===== src/rtl/fp_matmul_seq_if.sv =====
// Streaming bus for fp_matmul_seq.
//   in_valid/in_ready/in_data    : A then B elements, row-major, into the block
//   out_valid/out_ready/out_data : C elements, row-major, out of the block
// master : producer/consumer side (drives inputs, accepts results)
// slave  : the matrix multiplier
interface fp_matmul_seq_if #(
    parameter int DATA_WIDTH = 16
);
    logic                  in_valid;
    logic                  in_ready;
    logic [DATA_WIDTH-1:0] in_data;
    logic                  out_valid;
    logic                  out_ready;
    logic [DATA_WIDTH-1:0] out_data;

    modport master (
        output in_valid, in_data, out_ready,
        input  in_ready, out_valid, out_data
    );

    modport slave (
        input  in_valid, in_data, out_ready,
        output in_ready, out_valid, out_data
    );
endinterface


===== src/rtl/fp_matmul_seq.sv =====
// Sequential fixed-point matrix multiplier, C = A x B, one signed MAC per cycle.
// A (ROW_1 x COL_1) then B (COL_1 x COL_2) stream in row-major over the bus,
// C streams out row-major, each element sat(acc >>> FRAC_BITS).
//   clk, rst_n : clock, asynchronous active-low reset
//   start      : begins a job, honoured only while idle
//   bus        : input/output valid-ready streams (slave modport)
//   busy       : high whenever a job is in progress
//   done       : one-cycle pulse after the last C element handshakes
module fp_matmul_seq #(
    parameter int DATA_WIDTH = 16,
    parameter int FRAC_BITS  = 8,
    parameter int ROW_1      = 4,
    parameter int COL_1      = 4,
    parameter int COL_2      = 4,
    parameter int ACC_WIDTH  = 40
) (
    input  logic                  clk,
    input  logic                  rst_n,
    input  logic                  start,
    fp_matmul_seq_if.slave        bus,
    output logic                  busy,
    output logic                  done
);
    localparam int NA = ROW_1 * COL_1;
    localparam int NB = COL_1 * COL_2;
    localparam int AW = (NA > 1) ? $clog2(NA) : 1;
    localparam int BW = (NB > 1) ? $clog2(NB) : 1;
    localparam int WW = (AW > BW) ? AW : BW;
    localparam int IW = (ROW_1 > 1) ? $clog2(ROW_1) : 1;
    localparam int JW = (COL_2 > 1) ? $clog2(COL_2) : 1;
    localparam int KW = (COL_1 > 1) ? $clog2(COL_1) : 1;
    localparam int PW = 2 * DATA_WIDTH;

    localparam logic signed [ACC_WIDTH-1:0] SAT_MAX =
        {{(ACC_WIDTH-DATA_WIDTH+1){1'b0}}, {(DATA_WIDTH-1){1'b1}}};
    localparam logic signed [ACC_WIDTH-1:0] SAT_MIN =
        {{(ACC_WIDTH-DATA_WIDTH+1){1'b1}}, {(DATA_WIDTH-1){1'b0}}};

    typedef enum logic [2:0] {IDLE, LOAD_A, LOAD_B, COMPUTE, OUT} state_t;

    state_t                        state_q;
    logic [WW-1:0]                 wr_idx_q;
    logic [IW-1:0]                 i_q;
    logic [JW-1:0]                 j_q;
    logic [KW-1:0]                 k_q;
    logic signed [ACC_WIDTH-1:0]   acc_q;
    logic                          in_ready_q;
    logic                          out_valid_q;
    logic [DATA_WIDTH-1:0]         out_data_q;
    logic                          busy_q;
    logic                          done_q;

    logic signed [DATA_WIDTH-1:0]  a_q [NA];
    logic signed [DATA_WIDTH-1:0]  b_q [NB];

    logic                          wr_en;
    logic [AW-1:0]                 a_idx;
    logic [BW-1:0]                 b_idx;
    logic signed [DATA_WIDTH-1:0]  a_rd;
    logic signed [DATA_WIDTH-1:0]  b_rd;
    logic signed [PW-1:0]          prod;
    logic signed [ACC_WIDTH-1:0]   acc_sum;
    logic signed [ACC_WIDTH-1:0]   acc_shr;
    logic [DATA_WIDTH-1:0]         sat_val;

    assign wr_en         = bus.in_valid & in_ready_q;
    assign bus.in_ready  = in_ready_q;
    assign bus.out_valid = out_valid_q;
    assign bus.out_data  = out_data_q;
    assign busy          = busy_q;
    assign done          = done_q;

    always_comb begin
        a_idx   = AW'(int'(i_q) * COL_1 + int'(k_q));
        b_idx   = BW'(int'(k_q) * COL_2 + int'(j_q));
        a_rd    = a_q[a_idx];
        b_rd    = b_q[b_idx];
        prod    = PW'(a_rd) * PW'(b_rd);
        acc_sum = ((k_q == '0) ? '0 : acc_q) + ACC_WIDTH'(prod);
        acc_shr = acc_q >>> FRAC_BITS;
        if (acc_shr > SAT_MAX) begin
            sat_val = {1'b0, {(DATA_WIDTH-1){1'b1}}};
        end else if (acc_shr < SAT_MIN) begin
            sat_val = {1'b1, {(DATA_WIDTH-1){1'b0}}};
        end else begin
            sat_val = acc_shr[DATA_WIDTH-1:0];
        end
    end

    // Operand buffers carry no reset; every job rewrites them fully before use.
    always_ff @(posedge clk) begin
        if (wr_en) begin
            if (state_q == LOAD_A) begin
                a_q[AW'(wr_idx_q)] <= bus.in_data;
            end else begin
                b_q[BW'(wr_idx_q)] <= bus.in_data;
            end
        end
    end

    always_ff @(posedge clk or negedge rst_n) begin
        if (!rst_n) begin
            state_q     <= IDLE;
            wr_idx_q    <= '0;
            i_q         <= '0;
            j_q         <= '0;
            k_q         <= '0;
            acc_q       <= '0;
            in_ready_q  <= 1'b0;
            out_valid_q <= 1'b0;
            out_data_q  <= '0;
            busy_q      <= 1'b0;
            done_q      <= 1'b0;
        end else begin
            done_q <= 1'b0;
            unique case (state_q)
                IDLE: begin
                    if (start) begin
                        state_q    <= LOAD_A;
                        wr_idx_q   <= '0;
                        in_ready_q <= 1'b1;
                        busy_q     <= 1'b1;
                    end
                end
                LOAD_A: begin
                    if (wr_en) begin
                        if (wr_idx_q == WW'(NA - 1)) begin
                            wr_idx_q <= '0;
                            state_q  <= LOAD_B;
                        end else begin
                            wr_idx_q <= wr_idx_q + 1'b1;
                        end
                    end
                end
                LOAD_B: begin
                    if (wr_en) begin
                        if (wr_idx_q == WW'(NB - 1)) begin
                            wr_idx_q   <= '0;
                            in_ready_q <= 1'b0;
                            i_q        <= '0;
                            j_q        <= '0;
                            k_q        <= '0;
                            state_q    <= COMPUTE;
                        end else begin
                            wr_idx_q <= wr_idx_q + 1'b1;
                        end
                    end
                end
                COMPUTE: begin
                    acc_q <= acc_sum;
                    if (k_q == KW'(COL_1 - 1)) begin
                        k_q     <= '0;
                        state_q <= OUT;
                    end else begin
                        k_q <= k_q + 1'b1;
                    end
                end
                OUT: begin
                    // First OUT cycle registers the formatted result; valid
                    // rises from that register, giving K+1 cycles per element.
                    if (!out_valid_q) begin
                        out_data_q  <= sat_val;
                        out_valid_q <= 1'b1;
                    end else if (bus.out_ready) begin
                        out_valid_q <= 1'b0;
                        if (j_q == JW'(COL_2 - 1)) begin
                            j_q <= '0;
                            if (i_q == IW'(ROW_1 - 1)) begin
                                i_q     <= '0;
                                state_q <= IDLE;
                                busy_q  <= 1'b0;
                                done_q  <= 1'b1;
                            end else begin
                                i_q     <= i_q + 1'b1;
                                state_q <= COMPUTE;
                            end
                        end else begin
                            j_q     <= j_q + 1'b1;
                            state_q <= COMPUTE;
                        end
                    end
                end
                default: state_q <= IDLE;
            endcase
        end
    end
endmodule

===== src/flat_wrapper.sv =====
// flat-port wrapper written by rule: the top's interface ports become plain ports
module fp_matmul_seq_flat 
#(
    parameter int DATA_WIDTH = 16,
    parameter int FRAC_BITS  = 8,
    parameter int ROW_1      = 4,
    parameter int COL_1      = 4,
    parameter int COL_2      = 4,
    parameter int ACC_WIDTH  = 40
)
  (clk, rst_n, start, busy, done, bus_in_valid, bus_in_data, bus_out_ready, bus_in_ready, bus_out_valid, bus_out_data);
  fp_matmul_seq_if #(.DATA_WIDTH(DATA_WIDTH)) bus_i ();
  input  logic clk;
  input  logic rst_n;
  input  logic start;
  output logic busy;
  output logic done;
  input wire logic [$bits(bus_i.in_valid)-1:0] bus_in_valid;
  input wire logic [$bits(bus_i.in_data)-1:0] bus_in_data;
  input wire logic [$bits(bus_i.out_ready)-1:0] bus_out_ready;
  output wire logic [$bits(bus_i.in_ready)-1:0] bus_in_ready;
  output wire logic [$bits(bus_i.out_valid)-1:0] bus_out_valid;
  output wire logic [$bits(bus_i.out_data)-1:0] bus_out_data;
  assign bus_i.in_valid = bus_in_valid;
  assign bus_i.in_data = bus_in_data;
  assign bus_i.out_ready = bus_out_ready;
  assign bus_in_ready = bus_i.in_ready;
  assign bus_out_valid = bus_i.out_valid;
  assign bus_out_data = bus_i.out_data;
  fp_matmul_seq #(.DATA_WIDTH(DATA_WIDTH), .FRAC_BITS(FRAC_BITS), .ROW_1(ROW_1), .COL_1(COL_1), .COL_2(COL_2), .ACC_WIDTH(ACC_WIDTH)) u_core (.clk(clk), .rst_n(rst_n), .start(start), .bus(bus_i), .busy(busy), .done(done));
endmodule

===== config.mk =====
export PLATFORM = sky130hd
export DESIGN_NAME = fp_matmul_seq_flat
export DESIGN_NICKNAME = d
export VERILOG_FILES = /design/src/rtl/fp_matmul_seq_if.sv /design/src/rtl/fp_matmul_seq.sv /design/src/flat_wrapper.sv
export SDC_FILE = /design/constraint.sdc
export NUM_CORES = 1
export LEC_CHECK = 0
export ABC_AREA = 1
export CAP_MARGIN = 30
export CELL_PAD_IN_SITES_DETAIL_PLACEMENT = 0
export CELL_PAD_IN_SITES_GLOBAL_PLACEMENT = 1
export CORE_AREA = 5 5 269 324
export DETAILED_ROUTE_END_ITERATION = 6
export DIE_AREA = 0 0 274 329
export PLACE_DENSITY = 0.74
export SLEW_MARGIN = 25
export SYNTH_ARGS = -nofsm -noshare
export SYNTH_HDL_FRONTEND = slang
export SYNTH_SLANG_ARGS = --single-unit
export TNS_END_PERCENT = 100

===== constraint.sdc =====
create_clock -name clk -period 11.56 [get_ports clk]
set_clock_uncertainty 0.15 [all_clocks]
set_input_delay 1.156 -clock clk [delete_from_list [all_inputs] [get_ports clk]]
set_output_delay 1.156 -clock clk [all_outputs]
set_load 0.01 [all_outputs]

==> results of run 1 <==
## layer usage
| metal | up-vias | part of all wire, % |
|---|---|---|
| met1 | 12140 | 42 |
| li1 | 11440 | - |
| met5 | - | 0.037 |
| met2 | 593 | 52 |
| met3 | 127 | 4.3 |
| met4 | 4 | 2.3 |
## final timing paths
check                                    from                to  slack (ns)  cells after the start
worst max-delay path            u_core.j_q[1]  u_core.acc_q[35]        1.54                     43
worst min-delay path                    rst_n   u_core.acc_q[5]        0.31                      1
worst max register to register  u_core.j_q[1]  u_core.acc_q[35]        1.54                     43
worst min register to register    u_core.busy       u_core.busy        0.34                      2
max in group asynchronous               rst_n  u_core.acc_q[28]        9.92                      2
min in group clk                  u_core.busy       u_core.busy        0.34                      2
## cells in the final DEF (no fill, tap or decap), drive strengths merged, types with 10 or more instances in the layout
cell type / netlist / final
clkbuf: 86 / 72
bufinv: 0 / 10
fa: 263 / 263
mux2i: 43 / 43
clkdlybuf4s50: 0 / 32
o22ai: 20 / 20
inv: 582 / 587
o221ai: 92 / 92
nor3: 19 / 19
o21ai: 285 / 285
nand3: 85 / 85
ha: 131 / 131
nand2: 514 / 514
dfrtp: 73 / 73
clkinv: 5 / 26
nand4: 10 / 10
buf: 64 / 82
xnor2: 25 / 25
a31oi: 11 / 11
nor4: 11 / 11
nor2: 406 / 406
a21oi: 73 / 73
o32ai: 21 / 21
xor2: 32 / 32
o211ai: 40 / 40
edfxtp: 512 / 512
## area by class of cell
type                            count  share of cell area [%]
Tap cell                         1130                   3.572
Clock buffer                       72                   3.878
Multi-Input combinational cell   2115                   39.77
Sequential cell                   585                   43.49
Antenna cell                        1                0.006322
Clock inverter                     38                   1.255
Inverter                          587                   5.572
Timing Repair Buffer              114                   2.453
## worst max-delay path, delay by kind of cell (launching register included)
family / cells / cell delay (ns)
DFF: 1 / 0.91
AOI/OAI and AO/OA: 10 / 2.01
xor gates and xnor gates: 2 / 0.31
and+or+nand+nor: 15 / 1.96
adders and majority gates: 8 / 3.67
buffers and inverters: 8 / 0.81
## logic make-up (layout without fill, tap and decap cells)
kind of cell / Yosys count / after routing / share of synthesized area, %
multiplexers: 43 / 43 / 1.207
other: 0 / 1 / 0
XOR/XNOR: 57 / 57 / 1.400
AND/OR/NAND/NOR: 1052 / 1052 / 11.99
AO/OA/AOI/OAI: 569 / 569 / 9.856
flip-flops: 585 / 585 / 48.24
buffers and inverters: 737 / 811 / 7.947
adder cells (fa/ha/maj): 394 / 394 / 19.36
## registers in the layout, indices dropped and copies added (netlist names)
signal                cells
u_core.b_q              256
u_core.bus.in_ready       1
u_core.wr_idx_q           4
u_core.done               1
u_core.k_q                2
u_core.a_q              256
u_core.bus.out_data      16
u_core.acc_q             40
u_core.j_q                2
u_core.state_q            3
u_core.bus.out_valid      1
u_core.i_q                2
u_core.busy               1
## through the flow
step | hold WS [ns] | worst slack, ns | utilization, % | cell area, µm²
2_1_floorplan | 0.3017 | 3.187 | - | 35660
3_3_place_gp | 0.3120 | 1.678 | 44.75 | 37530
3_5_place_dp | 0.3216 | 1.582 | 44.77 | 37550
4_1_cts | 0.2952 | 1.596 | 47.19 | 39580
5_1_grt | 0.3234 | 0.8189 | 47.19 | 39580
6_report | 0.3133 | 1.537 | 47.19 | 39590
==> impl_metrics.csv, run 1 <==
group,metric,value,unit
floorplanning,die_y,329,µm
grt,gr-usage-met1,26.42,%
detailed_routing,wire_per_inst,20.01,µm
cells_and_area,fillers,7668,
grt,grtUsageTotal,20.65,%
clocking,ctsResizeCount,0,
clocking,clock_sinks,585,
detailed_routing,firstDrtPassIters,5,
floorplanning,initial_utilization,42.51,%
floorplanning,rows,117,
floorplanning,core,83880,µm²
clocking,cts_tree,"built",
critical_path,setup.worst_path.end_class,"flip-flop",
timing,finalHoldViolations,0,
status,run_status,"completed",
detailed_routing,drt_iter0_drc,1902,
clocking,cts-root-buf,"clkbuf_16",
grt,grt_max_degree,183,
grt,grt_overflow_total,0,
flow_run,cap_violations,0,
yosys,netlist_area,35660,µm²
yosys,yosys-top-cells-area,"edfxtp_1 43%, fa_1 15%, inv_1 6.1%",
timing,tightest_slew,1.143,ns
timing,fin_crit_sh,86.70,%
yosys,yosysTopAreaCell,"edfxtp_1",
detailed_routing,vias_per_cell,5.236,
yosys,synthCells,3437,
critical_path,cp_max_fo,74,
timing,relSlewSlack,23.81,%
floorplanning,die_w,274,µm
place,gp_congestion,0.8363,
clocking,clkTransAtPathRegs,0.07,ns
detailed_routing,drtAntennaViolNets,0,
detailed_routing,vias,24310,
yosys,syn_nets,3852,
clocking,clk_latency,0.66,ns
detailed_routing,drt_wl_total,92910,µm
clocking,post_cts_buffers,0,
cells_and_area,layout-drive-gt1-share,7.120,%
grt,met3_usage,2.397,%
grt,grt_pass1_wl,144700,µm
clocking,ctsLongestPathBuffers,3,
place,io_buffers,40,
grt,grt_use_met2,37.43,%
detailed_routing,drc,0,
min_path,hold_class,"input port to async pin",
clocking,htree_num_levels,2,
critical_path,critPathSlowestCell,"dfrtp_4",
yosys,synthTopCellsByCount,"581 x inv_1, 512 x edfxtp_1, 502 x nand2_1, 401 x nor2_1, 276 x o21ai_0",
cells_and_area,ff_latch_area,17220,µm²
critical_path,worstPathRequired,11.95,ns
critical_path,start_kind,"flip-flop",
yosys,synth_most_common_cell,"inv_1",
yosys,synth-edff-count,512,
timing,finalCriticalPeriod,10.02,ns
grt,grt_pass1_vias,24650,
timing,fmax,99.77,MHz
grt,antenna_found_initial,3,
yosys,yosys_warnings,0,
yosys,synth-seq-cells,585,
yosys,postSynthAreaPerCell,10.38,µm²
yosys,synthArstFlopShare,12.48,%
cells_and_area,final_net_count,3876,
cells_and_area,fin_cells,4642,
floorplanning,pin_count,41,
clocking,cts_hold_buf,0,
place,hpwl,61290,µm
timing,rsz0062_at_grt,"no",
timing,finalSetupViolCount,0,
grt,busiest_layer,"met2",
clocking,cts_buffers,58,
critical_path,cp.arrival,10.41,ns
floorplanning,die-area,90150,µm²
yosys,synth_seq_area_share,48.24,%
timing,report.final.slew_viol_count,0,
yosys,ys_types,48,
yosys,synthFlopType,"edfxtp_1",
critical_path,path_common_cell,"nand2_1",
cells_and_area,area_growth,11.01,%
critical_path,cp_slowest_stage_delay,0.91,ns
critical_path,crit_type,"flip-flop to flip-flop",
timing,finalSetupTns,0,ns
yosys,synth_top_area_share,43.11,%
place,dp.cells,4531,
cells_and_area,multi_input_area,15750,µm²
Power of run 1 is left out: the tool's default activity adds up to more than one toggle a clock period on the data nets, which glitch-free logic cannot reach.
==> inputs of run 2 (changes only) <==
CORE_AREA = 4 4 268 323   (was 5 5 269 324)
DIE_AREA = 0 0 272 327   (was 0 0 274 329)
GPL_ROUTABILITY_DRIVEN = 0   (was default)
==> impl_metrics.csv, run 2 (same netlist as run 1, synthesis figures left out) <==
group,metric,value,unit
timing,tightest_slew,0.9999,ns
timing,finalHoldViolations,0,
status,run_status,"completed",
critical_path,crit_type,"flip-flop to flip-flop",
cells_and_area,post-route-util,47.70,%
critical_path,cp.arrival,10.45,ns
timing,rsz0062_at_grt,"no",
grt,grt_overflow_total,0,
clocking,cts-root-buf,"clkbuf_16",
cells_and_area,layout-drive-gt1-share,7.366,%
clocking,ctsLongestPathBuffers,3,
detailed_routing,vias_per_cell,5.214,
place,hpwl,62110,µm
timing,fin_crit_sh,87.23,%
detailed_routing,drt_wl_total,92920,µm
cells_and_area,final_common_cell,"inv_1",
detailed_routing,wire_per_inst,20.04,µm
critical_path,start_kind,"flip-flop",
cells_and_area,ff_latch_area,17220,µm²
clocking,post_cts_buffers,0,
clocking,cts_buffers,59,
timing,finalSetupTns,0,ns
cells_and_area,mostFrequentLayoutCells,"580 x inv_1, 512 x edfxtp_1, 501 x nand2_1",
detailed_routing,drt_iter0_drc,1784,
grt,grt_pass1_vias,24610,
clocking,clk_latency,0.66,ns
grt,antenna_found_initial,0,
grt,grt_max_degree,130,
timing,finalCriticalPeriod,10.08,ns
cells_and_area,fillers,7646,
critical_path,cp_max_fo,52,
timing,finalSetupViolCount,0,
critical_path,path_common_cell,"nand2_1",
flow_run,cap_violations,0,
min_path,hold_class,"input port to async pin",
critical_path,worstPathRequired,11.92,ns
grt,grtUsageTotal,20.93,%
cells_and_area,multi_input_area,15730,µm²
detailed_routing,drtAntennaViolNets,0,
timing,fmax,99.17,MHz
cells_and_area,top_regs,"u_core.a_q (256), u_core.b_q (256), u_core.acc_q (40)",
floorplanning,die_y,327,µm
clocking,cts_hold_buf,0,
floorplanning,initial_utilization,42.88,%
clocking,clock_sinks,585,
timing,relSlewSlack,33.34,%
floorplanning,die-area,88940,µm²
detailed_routing,firstDrtPassIters,5,
clocking,ctsResizeCount,0,
clocking,cts_tree,"built",
floorplanning,die_w,272,µm
cells_and_area,n_antenna_cell,0,
detailed_routing,drc,0,
floorplanning,rows,116,
cells_and_area,area_growth,11.25,%
critical_path,setup.worst_path.end_class,"flip-flop",
clocking,htree_num_levels,2,
floorplanning,core,83160,µm²
clocking,clkTransAtPathRegs,0.06,ns
critical_path,critPathSlowestCell,"nand2_1",
grt,grt_pass1_wl,145600,µm
critical_path,cp_slowest_stage_delay,0.59,ns
timing,report.final.slew_viol_count,0,
cells_and_area,final_net_count,3883,
place,io_buffers,40,
detailed_routing,vias,24180,
floorplanning,pin_count,41,
==> run 2: cell count changes in the layout (fill, tap and decap cells not counted), moves of 2 or more <==
cell and delta:
buf_4 +4, clkbuf_1 -4, clkbuf_8 +3, clkinv_4 +3
buf_12 +2, nor2_1 +4, clkinv_2 +2, nor2_2 -4
clkinv_1 -5
==> run 2: stage by stage <==
step / hold WS [ns] / setup slack (ns) / instance area [µm²] / cells
4_1_cts: 0.3149 / 1.371 / 39670 / 4637
3_3_place_gp: 0.3114 / 1.520 / 37570 / 4524
2_1_floorplan: 0.3017 / 3.187 / 35660 / 3437
6_report: 0.3274 / 1.477 / 39670 / 4637
3_5_place_dp: 0.3168 / 1.395 / 37600 / 4528
5_1_grt: 0.3297 / 0.7347 / 39670 / 4637
==> run 2: path summary, 6_finish.rpt <==
path	start	to	slack (ns)	cells after the start
hold reg to reg	u_core.acc_q[4]	u_core.acc_q[4]	0.33	2
hold / removal	rst_n	u_core.acc_q[6]	0.33	1
setup / recovery	u_core.k_q[0]	u_core.acc_q[39]	1.48	44
setup reg to reg	u_core.k_q[0]	u_core.acc_q[39]	1.48	44
max in group asynchronous	rst_n	u_core.acc_q[38]	9.90	2
min in group clk	u_core.acc_q[4]	u_core.acc_q[4]	0.33	2
==> run 2: area by class of cell <==
class                   instances  area share [%]
clock buffers                  71           3.936
clock inverters                38           1.293
inverters                     587           5.560
multi-input cells            2115           39.65
flip-flops and latches        585           43.40
well taps                    1121           3.536
repair buffers                120           2.634
==> run 2: worst max-delay path, delay by kind of cell, from the launching register on <==
| family | cells | cell delay [ns] |
|---|---|---|
| AOI/OAI and AO/OA | 9 | 1.88 |
| xor gates and xnor gates | 1 | 0.18 |
| adders and majority gates | 8 | 3.66 |
| buffers and inverters | 9 | 1.24 |
| DFF | 1 | 0.51 |
| and+or+nand+nor | 17 | 2.30 |
==> run 2: metal layers <==
layer	up-vias	global-route usage (%)	part of all wire [%]
li1	11450	-	-
met1	11990	27.19	42
met2	614	37.69	51
met3	123	2.359	4.7
met4	0	4.874	2.1
met5	-	0	0
Power of run 2 is left out for the same reason.
==> inputs of run 3 (changes only) <==
PLACE_DENSITY = 0.71   (was 0.74)
==> impl_metrics.csv, run 3 (same netlist as run 1, synthesis figures left out) <==
group,metric,value,unit
status,run_status,"completed",
critical_path,critPathSlowestCell,"dfrtp_4",
floorplanning,die_w,272,µm
place,io_buffers,40,
critical_path,path_common_cell,"nand2_1",
detailed_routing,drtAntennaViolNets,0,
min_path,hold_class,"input port to async pin",
cells_and_area,fin_cells,4629,
flow_run,cap_violations,0,
timing,timing.hold.ws,0.2058,ns
timing,rsz0062_at_grt,"no",
critical_path,cp_max_fo,58,
clocking,cts_hold_buf,0,
clocking,ctsLongestPathBuffers,3,
clocking,post_cts_buffers,0,
cells_and_area,n_antenna_cell,0,
critical_path,worstPathRequired,11.95,ns
floorplanning,pin_count,41,
clocking,cts_buffers,59,
detailed_routing,drt_wl_total,92400,µm
detailed_routing,vias_per_cell,5.211,
clocking,clkTransAtPathRegs,0.06,ns
critical_path,crit_type,"flip-flop to flip-flop",
cells_and_area,top_regs,"u_core.a_q (256), u_core.b_q (256), u_core.acc_q (40)",
critical_path,cp_slowest_stage_delay,0.64,ns
timing,fmax,97.76,MHz
timing,finalCriticalPeriod,10.23,ns
place,placed_area,37470,µm²
critical_path,start_kind,"flip-flop",
critical_path,setup.worst_path.end_class,"flip-flop",
timing,finalSetupTns,0,ns
clocking,cts_tree,"built",
detailed_routing,vias,24120,
clocking,clk_latency,0.66,ns
floorplanning,die_y,327,µm
floorplanning,core,83160,µm²
grt,grt_pass1_wl,144400,µm
clocking,clock_sinks,585,
timing,relSlewSlack,33.53,%
cells_and_area,area_growth,10.69,%
timing,tightest_slew,0.9934,ns
cells_and_area,fillers,7805,
detailed_routing,drc,0,
critical_path,cp.arrival,10.62,ns
clocking,ctsResizeCount,0,
grt,grtUsageTotal,20.81,%
grt,grt_max_degree,130,
grt,grt_overflow_total,0,
timing,finalHoldViolations,0,
timing,report.final.slew_viol_count,0,
clocking,cts-root-buf,"clkbuf_16",
cells_and_area,final_common_cell,"inv_1",
floorplanning,die-area,88940,µm²
cells_and_area,layout-drive-gt1-share,6.556,%
detailed_routing,drt_iter0_drc,1589,
detailed_routing,wire_per_inst,19.96,µm
cells_and_area,final_cell_area,39470,µm²
critical_path,r2r_setup_slack,1.33,ns
detailed_routing,firstDrtPassIters,5,
cells_and_area,final_net_count,3874,
grt,grt_pass1_vias,24820,
floorplanning,rows,116,
clocking,htree_num_levels,2,
cells_and_area,mostFrequentLayoutCells,"580 x inv_1, 512 x edfxtp_1, 501 x nand2_1",
timing,finalSetupViolCount,0,
place,dp.cells,4519,
cells_and_area,ff_latch_area,17210,µm²
grt,antenna_found_initial,0,
timing,fin_crit_sh,88.49,%
floorplanning,initial_utilization,42.88,%
place,hpwl,64310,µm
cells_and_area,multi_input_area,15680,µm²
## run 3: metrics by stage
step	util (%)	setup slack, ns
5_1_grt	47.46	0.6809
3_5_place_dp	45.06	1.393
4_1_cts	47.46	1.385
2_1_floorplan	-	3.187
6_report	47.46	1.331
3_3_place_gp	45.06	1.391
## run 3: metal layers
metal	vias up	part of all wire, %	GRT usage, %
met5	-	0	0
met4	0	2.7	5.722
met3	137	3.9	2.293
met2	500	52	37.91
met1	12040	42	26.31
li1	11440	-	-
## run 3: layout make-up
type,count,share of cell area [%]
clock buffers,70,3.870
inverters,587,5.588
flip-flops and latches,585,43.61
clock inverters,40,1.185
repair buffers,111,2.482
well taps,1121,3.553
multi-input cells,2115,39.71
## run 3: final timing paths
kind | startpoint | to | depth (start not counted)
worst max-delay path | u_core.k_q[0] | u_core.acc_q[37] | 43
max in group asynchronous | rst_n | u_core.k_q[0] | 2
worst min-delay path | rst_n | u_core.acc_q[7] | 1
worst max register to register | u_core.k_q[0] | u_core.acc_q[37] | 43
worst min register to register | u_core.bus.out_data[3] | u_core.bus.out_data[3] | 2
min in group clk | u_core.bus.out_data[3] | u_core.bus.out_data[3] | 2
## run 3: critical path: cells and delay by family, from the launching register on
kind,cells,cell delay [ns]
fa+ha+maj,8,3.69
simple gates,20,2.55
xor+xnor,1,0.15
flops,1,0.64
compound gates,6,1.49
buf+inv,8,1.42
Power of run 3 is left out for the same reason.
